File: config.mk
export PLATFORM = sky130hd
export DESIGN_NAME = image_reveal_ctrl
export DESIGN_NICKNAME = d
export VERILOG_FILES = /design/src/rtl/image_reveal_ctrl_pkg.sv /design/src/rtl/image_reveal_ctrl_frame_tick_gen.sv /design/src/rtl/image_reveal_ctrl.sv
export SDC_FILE = /design/constraint.sdc
export NUM_CORES = 1
export LEC_CHECK = 0
export ABC_CLOCK_PERIOD_IN_PS = 820
export CAP_MARGIN = 20
export CORE_MARGIN = 2
export CORE_UTILIZATION = 57
export CTS_BUF_LIST = sky130_fd_sc_hd__clkbuf_2
export DETAILED_ROUTE_END_ITERATION = 8
export PLACE_DENSITY = 0.86
export SETUP_SLACK_MARGIN = 0.02
export SYNTH_ARGS = -nofsm -noshare
export SYNTH_HDL_FRONTEND = slang
export SYNTH_SLANG_ARGS = --single-unit
File: constraint.sdc
create_clock -name pclk -period 0.82 [get_ports pclk]
set_input_delay 0.123 -clock pclk [delete_from_list [all_inputs] [get_ports pclk]]
set_output_delay 0.123 -clock pclk [all_outputs]
set_load 0.005 [all_outputs]
File: src/rtl/image_reveal_ctrl_pkg.sv
// Shared definitions for the image reveal controller: state encodings and default sizing.
package image_reveal_ctrl_pkg;

   typedef enum logic [1:0] {
      ST_IDLE     = 2'd0,
      ST_ARMED    = 2'd1,
      ST_SHOWING  = 2'd2,
      ST_CLEARING = 2'd3
   } state_e;

   localparam int DEF_IMG_W        = 3;
   localparam int DEF_HOLD_FRAMES  = 60;
   localparam int DEF_BLINK_FRAMES = 30;

endpackage

File: src/rtl/image_reveal_ctrl_frame_tick_gen.sv
// Frame tick generator: one-cycle pulse on each rising edge of vblnk.
module frame_tick_gen (
   input  logic pclk,
   input  logic rst_n,
   input  logic vblnk,
   output logic tick
);

   logic vblnk_q;

   // NOTE: sequential state uses non-blocking assignments so every flop samples pre-edge values.
   always_ff @(posedge pclk or negedge rst_n) begin
      if (!rst_n) vblnk_q <= 1'b0;
      else        vblnk_q <= vblnk;
   end

   assign tick = vblnk & ~vblnk_q;

endmodule

File: src/rtl/image_reveal_ctrl.sv
// Frame-synchronous show/hide controller for the image ROM drawer.
// Optional blinking tail of the hold period is enabled by defining IMAGE_REVEAL_BLINK_EN.
module image_reveal_ctrl
   import image_reveal_ctrl_pkg::*;
#(
   parameter int IMG_W        = DEF_IMG_W,
   parameter int HOLD_FRAMES  = DEF_HOLD_FRAMES,
   parameter int BLINK_FRAMES = DEF_BLINK_FRAMES
) (
   input  logic             pclk,
   input  logic             rst_n,
   input  logic             vblnk,
   input  logic             show_req,
   input  logic [IMG_W-1:0] show_img,
   input  logic             hide_req,
   output logic             show_ack,
   output logic             enable,
   output logic [IMG_W-1:0] img_sel,
   output logic             busy,
   output logic             done
);

   localparam int            CW          = $clog2(HOLD_FRAMES + 1);
   localparam logic [CW-1:0] LAST_CNT    = CW'(HOLD_FRAMES - 1);
   localparam logic [CW-1:0] BLINK_START = CW'(HOLD_FRAMES - BLINK_FRAMES);
`ifdef IMAGE_REVEAL_BLINK_EN
   localparam bit BLINK_ON = 1'b1;
`else
   localparam bit BLINK_ON = 1'b0;
`endif

   // Reset asserts asynchronously but releases on a clock edge.
   logic [1:0] rst_sync_q;
   logic       rst_int_n;

   always_ff @(posedge pclk or negedge rst_n) begin
      if (!rst_n) rst_sync_q <= 2'b00;
      else        rst_sync_q <= {rst_sync_q[0], 1'b1};
   end

   assign rst_int_n = rst_sync_q[1];

   logic tick;

   frame_tick_gen u_tick (
      .pclk  (pclk),
      .rst_n (rst_int_n),
      .vblnk (vblnk),
      .tick  (tick)
   );

   state_e           state_q,   state_d;
   logic [CW-1:0]    cnt_q,     cnt_d;
   logic             enable_q,  enable_d;
   logic [IMG_W-1:0] img_sel_q, img_sel_d;
   logic             ack_q,     ack_d;
   logic             done_q,    done_d;
   logic             busy_q,    busy_d;
   logic [CW-1:0]    cnt_inc;

   assign cnt_inc = cnt_q + CW'(1);

   always_ff @(posedge pclk or negedge rst_int_n) begin
      if (!rst_int_n) begin
         state_q   <= ST_IDLE;
         cnt_q     <= '0;
         enable_q  <= 1'b0;
         img_sel_q <= '0;
         ack_q     <= 1'b0;
         done_q    <= 1'b0;
         busy_q    <= 1'b0;
      end else begin
         state_q   <= state_d;
         cnt_q     <= cnt_d;
         enable_q  <= enable_d;
         img_sel_q <= img_sel_d;
         ack_q     <= ack_d;
         done_q    <= done_d;
         busy_q    <= busy_d;
      end
   end

   always_comb begin
      // NOTE: every output of this block gets a default first, so no path can infer a latch.
      state_d   = state_q;
      cnt_d     = cnt_q;
      enable_d  = enable_q;
      img_sel_d = img_sel_q;
      ack_d     = 1'b0;
      done_d    = 1'b0;

      unique case (state_q)
         ST_IDLE: begin
            enable_d = 1'b0;
            if (show_req && !hide_req) begin
               img_sel_d = show_img;
               ack_d     = 1'b1;
               state_d   = ST_ARMED;
            end
         end
         ST_ARMED: begin
            if (hide_req) begin
               state_d = ST_IDLE;
            end else if (tick) begin
               state_d  = ST_SHOWING;
               enable_d = 1'b1;
               cnt_d    = '0;
            end
         end
         ST_SHOWING: begin
            if (hide_req) begin
               state_d = ST_CLEARING;
            end else if (tick) begin
               if (cnt_q == LAST_CNT) begin
                  state_d  = ST_IDLE;
                  enable_d = 1'b0;
                  done_d   = 1'b1;
               end else begin
                  cnt_d = cnt_inc;
                  // Blinking frames alternate, starting dark at the first blink frame.
                  if (BLINK_ON && (cnt_inc >= BLINK_START)) enable_d = ~enable_q;
               end
            end
         end
         ST_CLEARING: begin
            if (tick) begin
               state_d  = ST_IDLE;
               enable_d = 1'b0;
            end
         end
         default: begin
            state_d  = ST_IDLE;
            enable_d = 1'b0;
         end
      endcase

      busy_d = (state_d != ST_IDLE);
   end

   assign show_ack = ack_q;
   assign enable   = enable_q;
   assign img_sel  = img_sel_q;
   assign busy     = busy_q;
   assign done     = done_q;

endmodule

==> flow_metrics.py, run 1 <==
metrics = {
    "yosys": {
        "synth_top_cell_by_area": "dfrtp_1",
        "post_synth_fa_ha_maj_area_fraction": 0.0149,
        "synth_mux_area_frac": 0.0641,
        "ys.flop_type": "dfrtp_1",
        "synth-xor-area-share": 0,
        "avgSynthCellArea_um2": 11.3,
        "synth_top_family_by_area": "simple AND/OR/NAND/NOR gates",
        "synth_edf_count": 0,
        "syn_area_um2": 840,
        "async_flop_share": 1.00,
        "yosys.area_share.simple": 0.179,
        "synth.distinct_cells": 33,
        "ys_ff_latch": 18,
        "yosysMostFrequentCell": "dfrtp_1",
        "postSynthCellCount": 74,
        "ys_top_cells_by_area": "dfrtp_1 54%, mux2_2 4.0%, or4_1 2.7%",
        "synth_nets": 83,
        "yosysSeqAreaShare": 0.537,
        "synth_warnings": 0,
        "synth_compound_gate_area_share": 0.173,
        "yosys.area.top_type_share": 0.537,
    },
    "die": {
        "io_pins": 15,
        "die_height_um": 42.4,
        "row_count": 13,
        "start_util": 0.629,
        "die_w_um": 42.4,
    },
    "outcome": {
        "status": "stopped before the end",
        "failed_stage": "4_1_cts",
        "error": "[ERROR DPL-0038] Utilization greater than 100%, impossible to legalize",
    },
    "clock_tree": {
        "cts_setup_buffers": 7,
        "clockBufferDepth": 2,
        "cts_num_sinks": 18,
        "cts_hold_buf": 1,
        "cts-root-buf": "clkbuf_2",
        "cts_resized": 41,
        "cts_buffers": 3,
        "cts_max_level": 1,
    },
    "placement": {
        "dp_cells": 128,
        "io_buffers": 14,
        "hpwl_mm": 1.90,
        "gp_congestion": 0.818,
    },
}
[kinds of logic after synthesis]
kind of cell             count (synthesis)
buffers and inverters                    6
adder cells (fa/ha/maj)                  1
multiplexers                             5
flip-flops                              18
AND/OR/NAND/NOR                         23
other                                    1
AO/OA/AOI/OAI                           20
[stage by stage]
step,worst slack (ns),area (um^2)
after detailed placement,-1.03,1230
after global placement,-0.922,1230
after floorplan,-0.692,888
==> run 2, diff against run 1 <==
--- a/config.mk
+++ b/config.mk
@@ -7,12 +7,10 @@
 export LEC_CHECK = 0
 export ABC_CLOCK_PERIOD_IN_PS = 820
 export CAP_MARGIN = 20
-export CORE_MARGIN = 2
-export CORE_UTILIZATION = 57
-export CTS_BUF_LIST = sky130_fd_sc_hd__clkbuf_2
+export CORE_AREA = 2 2 63 65
 export DETAILED_ROUTE_END_ITERATION = 8
-export PLACE_DENSITY = 0.86
-export SETUP_SLACK_MARGIN = 0.02
+export DIE_AREA = 0 0 65 67
+export PLACE_DENSITY_LB_ADDON = 0.15
 export SYNTH_ARGS = -nofsm -noshare
 export SYNTH_HDL_FRONTEND = slang
 export SYNTH_SLANG_ARGS = --single-unit
==> run 2 against run 1 <==
The flow now finishes, with violations (negative setup slack). Synthesized cell count unchanged. Synthesized area unchanged.
==> flow_metrics.py, run 2 <==
metrics = {
    "pwr": {
        "p_leak_nw": 0.635,
        "power.density_mw_per_mm2": 3080,
        "finalPower_mw": 4.51,
        "ir_drop_mv": 1.16,
    },
    "setup_path": {
        "path_class": "flip-flop to flip-flop",
        "path_cells": "or3b_4, a221o_1, a211o_1",
        "required_ns": 0.96,
        "cp_top_family": "compound AO/OA/AOI/OAI gates",
        "cp-end-kind": "flip-flop",
        "start_kind": "flip-flop",
        "worstReg2RegEnd": "cnt_q[0]",
        "cpPeakStageDelay_ns": 0.41,
        "r2r_cells": 3,
        "critPathArrivalTime_ns": 1.60,
        "r2r_slack_ns": -0.65,
        "path_buf_inv": 0,
        "cpMaxStageDelayCell": "or3b_4",
        "crit_fanout": 6,
        "crit_start": "u_tick.vblnk_q",
        "r2r_start": "u_tick.vblnk_q",
    },
    "die": {
        "io_pins": 15,
        "die_w_um": 65,
        "die_height_um": 67,
        "coreArea_mm2": 0.00361,
        "start_util": 0.233,
        "row_count": 22,
        "dieArea_mm2": 0.00436,
    },
    "detailed_routing": {
        "drt_wl_total_mm": 2.17,
        "via_count": 778,
        "first_pass_iters": 4,
        "drt-initial-drc-count": 15,
        "drc_errors": 0,
        "postRouteAntennaNets": 0,
        "viasPerCell": 4.52,
        "routedWlPerCell_um": 12.6,
    },
    "cells_and_area": {
        "top_register": "cnt_q",
        "drive_above_1_share": 0.548,
        "final_cells": 172,
        "layout.nets": 135,
        "multi_input_area_um2": 504,
        "final_area_mm2": 0.00147,
        "regArea_um2": 452,
        "layout_common_cells": "30 x buf_4, 17 x dfrtp_1, 7 x buf_2",
        "antennaDiodeCount": 0,
        "largest_register_ffs": 6,
        "post-route-util": 0.406,
        "area_delta_synth_final_pct": 74.5,
        "final_common_cell": "buf_4",
        "fill_cells": 357,
    },
    "placement": {
        "place_ws_ns": -0.917,
        "dpl_cell_area_mm2": 0.00128,
        "io_buffers": 14,
        "dp_cells": 162,
        "hpwl_mm": 1.53,
        "gp_congestion": 0.685,
    },
    "global_routing": {
        "globalRouteMet3Util": 0.0203,
        "grt_usage": 0.116,
        "grt_pass1_wl_mm": 3.97,
        "grt_max_degree": 17,
        "busiest_layer": "met2",
        "antenna_found_initial": 0,
        "grt_pass1_vias": 854,
        "use_met2": 0.201,
        "use_met1": 0.152,
        "grt_overflow": 0,
    },
    "worst_hold_path": {
        "hp-class": "input port to async pin",
    },
    "yosys": {
        "synth_warnings": 0,
        "synth_nets": 83,
        "ys.flop_type": "dfrtp_1",
        "synth_top_cell_by_area": "dfrtp_1",
        "synth.distinct_cells": 33,
        "syn_area_um2": 840,
        "yosysMostFrequentCell": "dfrtp_1",
        "yosysSeqAreaShare": 0.537,
        "yosys.area.top_type_share": 0.537,
        "async_flop_share": 1.00,
        "synth_edf_count": 0,
        "ys_top_cells_by_area": "dfrtp_1 54%, mux2_2 4.0%, or4_1 2.7%",
        "ys_ff_latch": 18,
        "postSynthCellCount": 74,
        "avgSynthCellArea_um2": 11.3,
    },
    "sta": {
        "finalSetupTns_ns": -8.35,
        "min_period_ns": 1.47,
        "hold_slack_ns": 0.0281,
        "postLayoutSetupSlackWorst_ns": -0.645,
        "setup_viol": 22,
        "finalMaxSlewViolations": 0,
        "hold_viol_final": 0,
        "timing.fmax_mhz": 682,
        "final.period_utilization": 1.79,
        "grt_setup_unrepaired": "true",
        "skew_ns": 0.00307,
    },
    "clock_tree": {
        "clockBufferDepth": 2,
        "insertion_delay_ns": 0.25,
        "cts_max_level": 1,
        "clk_pin_slew_ns": 0.07,
        "cts-root-buf": "clkbuf_8",
        "cts_buffers": 3,
        "cts_tree": "done",
        "cts_hold_buf": 0,
        "cts_num_sinks": 18,
    },
    "job": {
        "drv_cap": 0,
    },
    "outcome": {
        "violations": "negative setup slack",
        "status": "finished, violations left",
    },
}
## run 2: area by class of cell
type | instances | area share
timing repair buffer | 50 | 0.271
multi-input combinational | 50 | 0.344
sequential | 18 | 0.308
tap | 48 | 0.0410
inverter | 3 | 0.00769
clock buffer | 3 | 0.0282
## run 2: layer usage
metal	vias to the layer above	wire length, um
met5	-	0
met4	0	0
met3	0	62
met2	11	1100
met1	387	999
li1	380	-
## run 2: kinds of logic after synthesis
kind of cell               count (synthesis)  share of synthesized area
muxes                                      5                     0.0641
and+or+nand+nor                           23                      0.179
adders and majority gates                  1                     0.0149
AOI/OAI and AO/OA                         20                      0.173
other                                      1                    0.00447
DFF                                       18                      0.537
buffers and inverters                      6                     0.0283
## run 2: how the worst max path moves through the flow
stage	end	slack, ns	depth (start not counted)
5_1_grt	cnt_q[1]	-0.68	3
3_5_place_dp	cnt_q[5]	-0.92	5
6_report	cnt_q[0]	-0.65	3
3_3_place_gp	cnt_q[5]	-0.93	5
4_1_cts	cnt_q[0]	-0.65	3
2_1_floorplan	cnt_q[0]	-0.69	4
## run 2: timing repair
action	in CTS	in global routing
buffers inserted	6	1
setup endpoints to repair	22	22
gates resized for setup	44	10
pin swaps	6	2
## run 2: where the power goes
group | switching [mW] | internal (mW) | leakage, nW
registers | 0.193 | 1.19 | 0.218
clock network | 0.291 | 0.326 | 0.0216
logic | 1.09 | 1.43 | 0.395
No activity file was read; power rests on OpenSTA's default activity.
